<file path="config.mk">
export PLATFORM = sky130hd
export DESIGN_NAME = lampboard_shift_driver
export DESIGN_NICKNAME = d
export VERILOG_FILES = /design/src/rtl/lampboard_shift_driver.sv
export SDC_FILE = /design/constraint.sdc
export NUM_CORES = 1
export LEC_CHECK = 0
export ABC_CLOCK_PERIOD_IN_PS = 7000
export BUFFER_PORTS_ARGS = -buffer_cell sky130_fd_sc_hd__buf_2
export CORE_MARGIN = 2
export CORE_UTILIZATION = 42
export DETAILED_ROUTE_END_ITERATION = 10
export GPL_TIMING_DRIVEN = 0
export HOLD_SLACK_MARGIN = 0.03
export PLACE_DENSITY = 0.66
export SYNTH_ARGS = -nofsm -noshare
export SYNTH_HDL_FRONTEND = slang
export SYNTH_SLANG_ARGS = --single-unit
</file>
<file path="constraint.sdc">
create_clock -name clk -period 7 [get_ports clk]
set_input_delay 0.35 -clock clk [delete_from_list [all_inputs] [get_ports clk]]
set_output_delay 0.35 -clock clk [all_outputs]
set_load 0.05 [all_outputs]
</file>
<file path="src/rtl/lampboard_shift_driver.sv">
// Serializes a captured lamp vector MSB-first into a 74HC595-style chain, then auto-blanks after a hold time.
// Optional macro LAMPBOARD_LAMP_TEST_EN adds a lamp_test input that lights every lamp while held high.
module lampboard_shift_driver #(
    parameter int NUM_LAMPS   = 32,
    parameter int CLK_DIV     = 4,
    parameter int HOLD_CYCLES = 50000000
) (
    input  logic                 clk,
    input  logic                 rst_n,
    input  logic [NUM_LAMPS-1:0] lamp_vec,
    input  logic                 lamp_valid,
`ifdef LAMPBOARD_LAMP_TEST_EN
    input  logic                 lamp_test,
`endif
    output logic                 sr_data,
    output logic                 sr_clk,
    output logic                 sr_latch,
    output logic                 sr_oe_n,
    output logic [NUM_LAMPS-1:0] lamps_shown,
    output logic                 busy
);

    localparam int IDX_W  = (NUM_LAMPS > 1) ? $clog2(NUM_LAMPS) : 1;
    localparam int DIV_W  = (CLK_DIV > 1) ? $clog2(CLK_DIV) : 1;
    localparam int HOLD_W = $clog2(HOLD_CYCLES + 1);

    localparam logic [IDX_W-1:0]  IDX_MSB   = IDX_W'(NUM_LAMPS - 1);
    localparam logic [DIV_W-1:0]  DIV_LAST  = DIV_W'(CLK_DIV - 1);
    localparam logic [HOLD_W-1:0] HOLD_INIT = HOLD_W'(HOLD_CYCLES);

    typedef enum logic [2:0] {IDLE, SHIFT_LO, SHIFT_HI, LATCH, HOLD} state_t;

    state_t                state_q, state_d;
    logic [NUM_LAMPS-1:0]  frame_q, frame_d;
    logic [IDX_W-1:0]      bitIdx_q, bitIdx_d;
    logic [DIV_W-1:0]      divCnt_q, divCnt_d;
    logic [HOLD_W-1:0]     holdCnt_q, holdCnt_d;
    logic [NUM_LAMPS-1:0]  pend_q, pend_d;
    logic                  pendValid_q, pendValid_d;
    logic [NUM_LAMPS-1:0]  shown_q, shown_d;
    logic                  oeN_q, oeN_d;
    logic                  srData_q, srData_d;
    logic                  srClk_q, srClk_d;
    logic                  srLatch_q, srLatch_d;
    logic                  busy_q, busy_d;

    logic                  reqValid;
    logic [NUM_LAMPS-1:0]  reqVec;
    logic                  holdFreeze;
    logic                  divDone;

`ifdef LAMPBOARD_LAMP_TEST_EN
    logic testSync_q, testPrev_q;
    logic testRise, testFall;

    always_ff @(posedge clk or negedge rst_n) begin
        if (!rst_n) begin
            testSync_q <= 1'b0;
            testPrev_q <= 1'b0;
        end else begin
            testSync_q <= lamp_test;
            testPrev_q <= testSync_q;
        end
    end

    // Test edges act as ordinary strobes; a real lamp_valid on the same cycle takes precedence.
    assign testRise   = testSync_q & ~testPrev_q;
    assign testFall   = ~testSync_q & testPrev_q;
    assign reqValid   = lamp_valid | testRise | testFall;
    assign reqVec     = lamp_valid ? lamp_vec : (testRise ? '1 : '0);
    assign holdFreeze = testSync_q;
`else
    assign reqValid   = lamp_valid;
    assign reqVec     = lamp_vec;
    assign holdFreeze = 1'b0;
`endif

    assign divDone = (divCnt_q == DIV_LAST);

    always_ff @(posedge clk or negedge rst_n) begin
        if (!rst_n) begin
            state_q     <= IDLE;
            frame_q     <= '0;
            bitIdx_q    <= '0;
            divCnt_q    <= '0;
            holdCnt_q   <= '0;
            pend_q      <= '0;
            pendValid_q <= 1'b0;
            shown_q     <= '0;
            oeN_q       <= 1'b1;
            srData_q    <= 1'b0;
            srClk_q     <= 1'b0;
            srLatch_q   <= 1'b0;
            busy_q      <= 1'b0;
        end else begin
            state_q     <= state_d;
            frame_q     <= frame_d;
            bitIdx_q    <= bitIdx_d;
            divCnt_q    <= divCnt_d;
            holdCnt_q   <= holdCnt_d;
            pend_q      <= pend_d;
            pendValid_q <= pendValid_d;
            shown_q     <= shown_d;
            oeN_q       <= oeN_d;
            srData_q    <= srData_d;
            srClk_q     <= srClk_d;
            srLatch_q   <= srLatch_d;
            busy_q      <= busy_d;
        end
    end

    always_comb begin
        state_d     = state_q;
        frame_d     = frame_q;
        bitIdx_d    = bitIdx_q;
        divCnt_d    = divCnt_q;
        holdCnt_d   = holdCnt_q;
        pend_d      = pend_q;
        pendValid_d = pendValid_q;
        shown_d     = shown_q;
        oeN_d       = oeN_q;

        // Strobes arriving mid-frame park in the pending slot so the in-flight frame stays intact.
        if (reqValid && (state_q == SHIFT_LO || state_q == SHIFT_HI || state_q == LATCH)) begin
            pend_d      = reqVec;
            pendValid_d = 1'b1;
        end

        unique case (state_q)
            IDLE: begin
                if (reqValid) begin
                    frame_d  = reqVec;
                    bitIdx_d = IDX_MSB;
                    divCnt_d = '0;
                    state_d  = SHIFT_LO;
                end
            end
            SHIFT_LO: begin
                if (divDone) begin
                    divCnt_d = '0;
                    state_d  = SHIFT_HI;
                end else begin
                    divCnt_d = divCnt_q + DIV_W'(1);
                end
            end
            SHIFT_HI: begin
                if (divDone) begin
                    divCnt_d = '0;
                    if (bitIdx_q == '0) begin
                        state_d = LATCH;
                    end else begin
                        bitIdx_d = bitIdx_q - IDX_W'(1);
                        state_d  = SHIFT_LO;
                    end
                end else begin
                    divCnt_d = divCnt_q + DIV_W'(1);
                end
            end
            LATCH: begin
                if (divDone) begin
                    divCnt_d = '0;
                    shown_d  = frame_q;
                    oeN_d    = 1'b0;
                    if (reqValid || pendValid_q) begin
                        frame_d     = reqValid ? reqVec : pend_q;
                        pendValid_d = 1'b0;
                        bitIdx_d    = IDX_MSB;
                        state_d     = SHIFT_LO;
                    end else if (frame_q != '0) begin
                        holdCnt_d = HOLD_INIT;
                        state_d   = HOLD;
                    end else begin
                        state_d = IDLE;
                    end
                end else begin
                    divCnt_d = divCnt_q + DIV_W'(1);
                end
            end
            HOLD: begin
                if (reqValid) begin
                    frame_d   = reqVec;
                    bitIdx_d  = IDX_MSB;
                    divCnt_d  = '0;
                    holdCnt_d = '0;
                    state_d   = SHIFT_LO;
                end else if (!holdFreeze) begin
                    if (holdCnt_q <= HOLD_W'(1)) begin
                        frame_d   = '0;
                        bitIdx_d  = IDX_MSB;
                        divCnt_d  = '0;
                        holdCnt_d = '0;
                        state_d   = SHIFT_LO;
                    end else begin
                        holdCnt_d = holdCnt_q - HOLD_W'(1);
                    end
                end
            end
            default: state_d = IDLE;
        endcase
    end

    // Pin values are decoded from the next state and registered, keeping the chain glitch-free.
    always_comb begin
        srClk_d   = (state_d == SHIFT_HI);
        srLatch_d = (state_d == LATCH);
        busy_d    = (state_d == SHIFT_LO) || (state_d == SHIFT_HI) || (state_d == LATCH);
        srData_d  = ((state_d == SHIFT_LO) || (state_d == SHIFT_HI)) ? frame_d[bitIdx_d] : 1'b0;
    end

    assign sr_data     = srData_q;
    assign sr_clk      = srClk_q;
    assign sr_latch    = srLatch_q;
    assign sr_oe_n     = oeN_q;
    assign lamps_shown = shown_q;
    assign busy        = busy_q;

endmodule
</file>
==> summary.md <==
| Metric | Value |
|---|---|
| Fraction of registers with async set/reset | 100% |
| Vias in the first global route | 6048 |
| Largest net degree at the start of global routing | 78 |
| Crit. End Element | register |
| # diodes | 0 |
| Final min period | between 4 and 5 ns |
| Rel. slew slack | roughly 14% |
| Peak VDD IR | about 0.00017 V |
| Cell with the most instances after synthesis | dfrtp_1 |
| Area grow syn2layout | 17.9% |
| Final setup violating endpoints | 0 |
| CTS sink cnt | roughly 140 |
| Finished Layout Cells | between 900 and 1000 |
| Most frequent cells after synthesis | dfrtp_1 (137), mux2_2 (68), o21ai_0 (46) |
| Top cell type's share of synthesized area | 49.1% |
| Gr usage total | a little under a quarter |
| H-tree Lvls | 4 |
| CTS Buffer Depth | 2 |
| Mean post-synth cell area | between 10 and 15 sq um |
| Crit start category | register |
| Final Max Slew Viols | 0 |
| Top cells by area, synth | dfrtp_1 (49%), mux2_2 (11%), o21ai_0 (3.3%) |
| Max stage delay on crit path | 0.85 ns |
| Count of cell types in the netlist | 71 |
| PwrDens | roughly 220 nW/um^2 |
| Ys flop type | dfrtp_1 |
| Register area share after synthesis | 49.5% |
| Final period util | a little under two thirds |
| Via count | slightly above 6000 |
| Hold Crit Class | in -> reg |
| Placed cells | between 900 and 1000 |
| Post-Route WL | approximately 20 mm |
| Worst skew pair latency | roughly 0.43 ns |
| CP required | between 7 and 8 ns |
| Final Hold Vio Count | 0 |
| Dpl cell area | between 7000 and 8000 sq um |
| # IOs | just over 70 |
| Die area | roughly 18000 sq um |
| Core Footprint | 16400 sq um |
| Crit Path Max Fanout | 10 |
| Number of enable flip-flop cells after synthesis | 0 |
| Yosys top cell by area | dfrtp_1 |
| Antenna Nets Post-Route | 0 |
| Routed len/inst | about 21 um |
| Maxcap violations | 0 |
| CTS buffer count | 17 |
| TritonRoute pass-1 iters | 6 |
| Clock transition at path regs | 0.06 ns |
| Mapped Cells | ~670 |
| Initial antenna violation count | 0 |
| CTS tree | done |
| DPL Wire Length | about 14 mm |
| Vias/cell | 6.17 |
| Seq cells post-synth | 138 |
| Synthesized area | 6980 sq um |
| Core Rows | 47 |
| FMAX | 224 MHz |
| DRT iter0 DRCs | 622 |
| CP Class | reg -> reg |
| CP max-delay cell | nor4_1 |
| RePlAce Congestion | 0.905 |
| Fin nets | 796 |
| Post-route setup TNS | 0 ns |
| Least-Margin Pin Slew | around 1.3 ns |
| Fillers | roughly 1500 |
| Status | completed |
| Starting Density | 42.5% |
| Mapped Nets | around 700 |
| First-pass GRT wire length | roughly 33 mm |
| Worst path arrival time | between 4 and 5 ns |
| CP delay by family, top | simple AND/OR/NAND/NOR gates |
| IO Port Bufs | slightly above 70 |
| Die span in x | about 130 um |
| Crit-path most repeated cell | nor2_1 |
| Synth Warn # | 0 |
| RSZ-0062 raised after global routing | false |
| GRT overflow | 0 |
| Layout cells sized above 1 | 25.6% |
| WP buf/inv | 2 |
| Root Buffer | clkbuf_16 |
| Design area | ~8200 sq um |
| Drt drc | 0 |
| Final setup skew | 0.0102 ns |
| P_leak | slightly below 0.004 uW |
| Critical Path, Cell by Cell | nor4_1 -> nand4b_1 -> o31ai_2 -> nor2_1 -> nor2_1 -> inv_1 -> clkbuf_1 -> a21oi_1 -> o221ai_1 |
| Die Y | roughly 130 um |
[metal layers]
layer  global-route usage [%]  wire length (um)  vias up
met1                     30.0              8310     3031
li1                         -                 -     2718
met2                     39.1              9920      292
met4                     10.3               815        0
met3                     5.25              1390       63
met5                        0                 0        -
[through the flow]
stage               hold WS, ns  setup WS, ns  utilization, %  power, uW
finish                    0.175          2.54            50.2       1830
global route              0.170          2.19            50.2       1890
CTS                       0.169          2.66            50.2       1840
detailed placement        0.375          2.68            46.6        953
global placement          0.458          2.80            46.4        947
floorplan                0.0544          3.59               -        900
[cells in the final DEF (no fill, tap or decap), drive strengths merged, types with 4 or more instances in the layout]
cell type  count
dfrtp        137
buf           82
mux2          68
o21ai         49
nand2         45
clkbuf        44
nor2          42
inv           42
a21oi         38
nor3          17
a22o          16
a222oi        16
nor4          15
or2            8
nand3          8
nor2b          8
mux2i          8
a21o           7
nand4          6
a32oi          6
o31ai          6
a31oi          5
and2           4
o221ai         4
nand2b         4
o22ai          4
a2111oi        4
a221oi         4
a31o           4
ha             4
o41ai          4
[kinds of logic after synthesis]
logic type	share of synthesized area, %
AO/OA/AOI/OAI	20.6
AND/OR/NAND/NOR	13.2
flip-flops	49.5
multiplexers	12.1
buffers and inverters	3.87
adder cells (fa/ha/maj)	0.717
[state kept, by name, summed over array words and instances (netlist names), 2 cells and up]
| name | cells |
|---|---|
| frame_q | 32 |
| pend_q | 32 |
| divCnt_q | 2 |
| holdCnt_q | 26 |
| bitIdx_q | 5 |
| lamps_shown | 32 |
| state_q | 3 |
[report_power, final]
part	internal (uW)	switching [uW]
combinational	40.4	54.6
sequential	825	19.5
clock	510	381
total	1380	455
[final timing paths]
path                                    start             to  slack, ns  cells after the start
worst max-delay path             holdCnt_q[5]  holdCnt_q[13]       2.54                      9
min in group asynchronous               rst_n   holdCnt_q[9]       0.46                      2
worst max register to register   holdCnt_q[5]  holdCnt_q[13]       2.54                      9
worst min-delay path             lamp_vec[20]     pend_q[20]       0.17                      2
worst min register to register  holdCnt_q[21]  holdCnt_q[21]       0.49                      1
max in group asynchronous               rst_n        sr_data       5.76                      3
[cell type report]
class / count / area, sq um / area share [%]
Buffer: 34 / 143 / 1.73
Clock buffer: 20 / 447 / 5.43
Clock inverter: 12 / 128 / 1.55
Inverter: 34 / 128 / 1.55
Multi-Input combinational cell: 459 / 3260 / 39.6
Sequential cell: 138 / 3450 / 42.0
Tap cell: 220 / 275 / 3.34
Timing Repair Buffer: 73 / 399 / 4.85
[repair_timing]
action,CTS,global route
setup buffers,0,0
hold buffers,1,0
hold endpoints to repair,60,0
gates resized for setup,0,0
(Power assumes the default switching activity.)
